### config.mk
export PLATFORM = sky130hd
export DESIGN_NAME = ycbcr_skin_bin
export DESIGN_NICKNAME = d
export VERILOG_FILES = /design/src/rtl/ycbcr_skin_bin.sv
export SDC_FILE = /design/constraint.sdc
export NUM_CORES = 1
export LEC_CHECK = 0
export CAP_MARGIN = 20
export CORE_MARGIN = 3
export CORE_UTILIZATION = 48
export DETAILED_ROUTE_END_ITERATION = 7
export GPL_ROUTABILITY_DRIVEN = 0
export GPL_TIMING_DRIVEN = 0
export PLACE_DENSITY = 0.83
export SLEW_MARGIN = 20
export SYNTH_ARGS = -nofsm -noshare
export SYNTH_HDL_FRONTEND = slang
export SYNTH_SLANG_ARGS = --single-unit
export TNS_END_PERCENT = 10
### constraint.sdc
create_clock -name clk -period 5.25 [get_ports clk]
set_input_delay 1.05 -clock clk [delete_from_list [all_inputs] [get_ports clk]]
set_output_delay 1.05 -clock clk [all_outputs]
set_load 0.03 [all_outputs]
### src/rtl/ycbcr_skin_bin.sv
// Skin-colour binarizer with per-frame hit count and bounding box, one pixel per in_valid.
// Optional build macro SKIN_Y_GATE_EN additionally requires Y >= Y_MIN for a hit.
module ycbcr_skin_bin #(
    parameter int IMG_W  = 640,
    parameter int IMG_H  = 480,
    parameter int CB_MIN = 77,
    parameter int CB_MAX = 127,
    parameter int CR_MIN = 133,
    parameter int CR_MAX = 173,
    parameter int Y_MIN  = 40
) (
    input  logic        clk,
    input  logic        rst_n,
    input  logic        in_valid,
    input  logic [23:0] d_in,
    input  logic        frame_start,
    output logic        out_valid,
    output logic        pix_bin,
    output logic [23:0] d_out,
    output logic        frame_done,
    output logic [19:0] hit_count,
    output logic        bbox_valid,
    output logic [10:0] x_min,
    output logic [10:0] x_max,
    output logic [10:0] y_min,
    output logic [10:0] y_max
);

    localparam logic [10:0] X_LAST = 11'(IMG_W - 1);
    localparam logic [10:0] Y_LAST = 11'(IMG_H - 1);

    logic [7:0]  pix_y, pix_cb, pix_cr;
    logic        hit;

    logic [10:0] x, y;
    logic [19:0] run_cnt;
    logic [10:0] run_xmin, run_xmax, run_ymin, run_ymax;

    logic [10:0] cx, cy;
    logic [19:0] b_cnt, n_cnt;
    logic [10:0] b_xmin, b_xmax, b_ymin, b_ymax;
    logic [10:0] n_xmin, n_xmax, n_ymin, n_ymax;
    logic        b_empty, last_pix;

    assign pix_y  = d_in[23:16];
    assign pix_cb = d_in[15:8];
    assign pix_cr = d_in[7:0];

    // NOTE: every always_comb output gets a value on every path, so no latch is inferred.
    always_comb begin
        hit = (pix_cb >= 8'(CB_MIN)) && (pix_cb <= 8'(CB_MAX)) &&
              (pix_cr >= 8'(CR_MIN)) && (pix_cr <= 8'(CR_MAX));
`ifdef SKIN_Y_GATE_EN
        hit = hit && (pix_y >= 8'(Y_MIN));
`endif
    end

    // A frame_start arriving with a pixel makes that pixel (0,0) of a fresh frame.
    always_comb begin
        cx       = frame_start ? 11'd0 : x;
        cy       = frame_start ? 11'd0 : y;
        b_cnt    = frame_start ? 20'd0 : run_cnt;
        b_xmin   = frame_start ? 11'd0 : run_xmin;
        b_xmax   = frame_start ? 11'd0 : run_xmax;
        b_ymin   = frame_start ? 11'd0 : run_ymin;
        b_ymax   = frame_start ? 11'd0 : run_ymax;
        b_empty  = (b_cnt == 20'd0);
        n_cnt    = b_cnt + {19'd0, hit};
        n_xmin   = (hit && (b_empty || cx < b_xmin)) ? cx : b_xmin;
        n_xmax   = (hit && (b_empty || cx > b_xmax)) ? cx : b_xmax;
        n_ymin   = (hit && (b_empty || cy < b_ymin)) ? cy : b_ymin;
        n_ymax   = (hit && (b_empty || cy > b_ymax)) ? cy : b_ymax;
        last_pix = (cx == X_LAST) && (cy == Y_LAST);
    end

    // NOTE: sequential state uses non-blocking assignments so every register samples pre-edge values.
    always_ff @(posedge clk) begin
        if (!rst_n) begin
            out_valid  <= 1'b0;
            pix_bin    <= 1'b0;
            d_out      <= 24'd0;
            frame_done <= 1'b0;
            hit_count  <= 20'd0;
            bbox_valid <= 1'b0;
            x_min      <= 11'd0;
            x_max      <= 11'd0;
            y_min      <= 11'd0;
            y_max      <= 11'd0;
            x          <= 11'd0;
            y          <= 11'd0;
            run_cnt    <= 20'd0;
            run_xmin   <= 11'd0;
            run_xmax   <= 11'd0;
            run_ymin   <= 11'd0;
            run_ymax   <= 11'd0;
        end else begin
            out_valid  <= in_valid;
            frame_done <= 1'b0;
            if (in_valid) begin
                pix_bin <= hit;
                d_out   <= {24{hit}};
                if (last_pix) begin
                    frame_done <= 1'b1;
                    hit_count  <= n_cnt;
                    bbox_valid <= (n_cnt != 20'd0);
                    x_min      <= n_xmin;
                    x_max      <= n_xmax;
                    y_min      <= n_ymin;
                    y_max      <= n_ymax;
                    x          <= 11'd0;
                    y          <= 11'd0;
                    run_cnt    <= 20'd0;
                    run_xmin   <= 11'd0;
                    run_xmax   <= 11'd0;
                    run_ymin   <= 11'd0;
                    run_ymax   <= 11'd0;
                end else begin
                    x        <= (cx == X_LAST) ? 11'd0 : cx + 11'd1;
                    y        <= (cx == X_LAST) ? cy + 11'd1 : cy;
                    run_cnt  <= n_cnt;
                    run_xmin <= n_xmin;
                    run_xmax <= n_xmax;
                    run_ymin <= n_ymin;
                    run_ymax <= n_ymax;
                end
            end else if (frame_start) begin
                x        <= 11'd0;
                y        <= 11'd0;
                run_cnt  <= 20'd0;
                run_xmin <= 11'd0;
                run_xmax <= 11'd0;
                run_ymin <= 11'd0;
                run_ymax <= 11'd0;
            end
        end
    end

endmodule

==> impl_metrics.env <==
export IMPL_status="complete, no violations"
export IMPL_fin_crit_ns=5.153
export IMPL_ys_flop_type="dfxtp_1"
export IMPL_port_buffers=110
export IMPL_grt_overflow_total=0
export IMPL_start_kind="input port"
export IMPL_fp_dieW_um=134.2
export IMPL_cp_cell_sequence="clkdlybuf4s50_1 > o21a_1 > o41ai_2 > nor2_1 > ha_1 > ha_1 > nand3_1 > or2_1 > clkbuf_1 > a221oi_1 > or4b_1 > a2111oi_0 > nor2_1"
export IMPL_fillers=1364
export IMPL_dp_cells=1265
export IMPL_yosysSeqAreaShare=0.3910
export IMPL_hold_viol=0
export IMPL_holdBufCountCts=0
export IMPL_drc=0
export IMPL_cts_tree="yes"
export IMPL_synth_warnings=0
export IMPL_vias_per_cell=5.923
export IMPL_drt_first_iter_violations=942
export IMPL_syn_inst=939
export IMPL_clock_skew_ns=0.008791
export IMPL_pwr_share_comb=0.047
export IMPL_die_area_mm2=0.01800
export IMPL_clock_tree_root_cell="clkbuf_16"
export IMPL_crit_slowest_cell="o41ai_2"
export IMPL_antenna_found_initial=0
export IMPL_clk_pin_slew_ns=0.06
export IMPL_cp_required_ns=5.55
export IMPL_max_vdd_ir_drop_v=0.0002388
export IMPL_instances_no_fill=1294
export IMPL_clock_sinks=154
export IMPL_leakage_nw=3.923
export IMPL_path_max_fanout=8
export IMPL_worstSetupPathType="input port to register"
export IMPL_vias=7665
export IMPL_layout_setup_ws_ns=0.09740
export IMPL_ys_seq_elements=154
export IMPL_maxCapViolCount=0
export IMPL_fmax_ghz=0.1941
export IMPL_synth_cell_types=70
export IMPL_multi_input_area_mm2=0.004214
export IMPL_power_frac_clock=0.493
export IMPL_worst_ep_arrival_time_ns=5.46
export IMPL_p_int_mw=1.942
export IMPL_maxSlewHeadroom=0.3238
export IMPL_cts_buffers_inserted=17
export IMPL_post_cts_resized=4
export IMPL_area_growth_pct=24.92
export IMPL_cellPowerDensity_mw_per_mm2=258.3
export IMPL_synth_area_per_cell_um2=8.396
export IMPL_io_pins=120
export IMPL_slowest_delay_ns=0.79
export IMPL_layout_common_cells="dfxtp_1 (154), nand2_1 (126), clkdlybuf4s50_1 (110)"
export IMPL_finalNetCount=1140
export IMPL_groute_usage_overall=0.2578
export IMPL_grt_max_degree=27
export IMPL_min_period_over_period=0.9814
export IMPL_synthesis_area_mm2=0.007884
export IMPL_grt_pass1_vias=7302
export IMPL_finalSetupViolCount=0
export IMPL_drive_gt1_frac=0.09926
export IMPL_rsz0062_at_grt="yes"
export IMPL_holdWs_ns=0.4507
export IMPL_cts_repair_timing_setup_buffer_count=0
export IMPL_synth_fp_nets=1013
export IMPL_slew_violations=0
export IMPL_dr_pass1_iters=7
export IMPL_cts_htree_levels=4
export IMPL_async_flop_share=0
export IMPL_crit_path_end_kind="register"
export IMPL_clk_latency_ns=0.44
export IMPL_dp_hpwl_um=16680
export IMPL_tns_ns=0
export IMPL_tightest_slew_ns=1.003
export IMPL_die_height_um=134.2
export IMPL_p_seq_frac=0.460
export IMPL_avgRoutedWirePerCell_um=17.93
export IMPL_p_sw_uw=601.6
export IMPL_min_path_type="register to register"
export IMPL_cp_num_buf_inv=2
export IMPL_clk_path_buf_depth=2
export IMPL_synth_edf_count=0
export IMPL_cp_top_family="compound AO/OA/AOI/OAI gates"
export IMPL_ant_nets=0
export IMPL_seq_area_mm2=0.003083
export IMPL_start_util=0.4927
export IMPL_final_util=0.6155
export IMPL_rows=46
export IMPL_routed_wl_um=23200
export IMPL_mostFrequentLayoutCell="dfxtp_1"
export IMPL_switching_share=0.2365
export IMPL_grt_pass1_wl_um=37460
export IMPL_dp_slack_ns=-0.7460
export IMPL_antennaDiodeCount=0
export IMPL_coreArea_mm2=0.01600
[state kept, by name, indices dropped and copies added (netlist names)]
register and count:
hit_count 20, run_cnt 20, run_xmax 11, run_xmin 11, run_ymax 11, run_ymin 11
x 11, x_max 11, x_min 11, y 11, y_max 11, y_min 11
bbox_valid 1, d_out 1, frame_done 1, out_valid 1
[cell families after synthesis]
logic type / Yosys count / synth area share
AO/OA/AOI/OAI: 230 / 0.1998
XOR/XNOR: 30 / 0.03333
adder cells (fa/ha/maj): 46 / 0.07300
buffers and inverters: 117 / 0.07443
flip-flops: 154 / 0.3910
multiplexers: 7 / 0.009205
AND/OR/NAND/NOR: 355 / 0.2192
[Yosys cell counts, types with 4 or more instances]
cell / count / area [um2]
nand2_1: 126 / 473.0
nor2_1: 70 / 262.8
nor2b_1: 23 / 143.9
or3_1: 4 / 25.02
buf_4: 25 / 187.7
a21boi_0: 12 / 90.09
a21oi_1: 47 / 235.2
a21o_1: 25 / 187.7
xnor2_1: 29 / 254.0
o21ai_1: 5 / 25.02
ha_1: 46 / 575.6
nand4_1: 19 / 118.9
nand3_1: 24 / 120.1
o22ai_1: 42 / 262.8
o21ai_0: 23 / 115.1
a22o_1: 14 / 122.6
nor4_1: 13 / 81.33
or2_2: 5 / 31.28
nand3b_1: 6 / 45.04
a22oi_1: 16 / 120.1
clkbuf_1: 23 / 86.33
nor3_1: 27 / 135.1
mux2i_1: 5 / 50.05
dfxtp_1: 154 / 3083
a211oi_1: 6 / 45.04
inv_1: 33 / 123.9
and2_1: 10 / 62.56
or4_1: 4 / 30.03
buf_2: 24 / 120.1
buf_1: 7 / 26.28
[path summary, 6_finish.rpt]
kind | from | to | slack, ns | depth (start not counted)
max | d_in[1] | bbox_valid | 0.1 | 13
min | y_max[3] | y_max[3] | 0.45 | 1
max reg2reg | run_cnt[0] | bbox_valid | 2.02 | 9
min reg2reg | y_max[3] | y_max[3] | 0.45 | 1
[worst reg2reg max path, cell delays in order, from the launching register on]
cell	delay, ns
dfxtp_1	0.38
nor2b_1	0.15
ha_1	0.22
ha_1	0.31
nand3_1	0.25
nor4_1	0.38
mux2i_1	0.35
or4b_1	0.46
a2111oi_0	0.53
nor2_1	0.07
[stage by stage]
stage	total power [mW]	area [um2]
finish	2.544	9848
global route	2.601	9848
CTS	2.540	9847
detailed placement	1.313	9255
global placement	1.312	9255
floorplan	1.263	7884
[routing by layer]
| metal | GRT usage | vias to the layer above | part of all wire |
|---|---|---|---|
| met5 | 0 | - | 0 |
| met2 | 0.4115 | 429 | 0.46 |
| li1 | - | 3585 | - |
| met3 | 0.06564 | 66 | 0.097 |
| met1 | 0.3341 | 3585 | 0.42 |
| met4 | 0.1052 | 0 | 0.030 |
[power groups by stage]
stage / combinational [mW] / clock [mW] / sequential, mW
after floorplan: 0.0653 / 0 / 1.20
after detailed placement: 0.116 / 0 / 1.20
after global routing: 0.126 / 1.30 / 1.17
after global placement: 0.115 / 0 / 1.20
after CTS: 0.117 / 1.25 / 1.17
final: 0.121 / 1.25 / 1.17
[cell type report]
class,instances,area share
multi-input combinational,668,0.4279
sequential,154,0.3130
timing repair buffer,110,0.1118
clock buffer,20,0.04637
buffer,80,0.04637
tap,216,0.02744
clock inverter,11,0.01359
inverter,35,0.01347
Note: power is estimated with default switching activity, not from simulation.
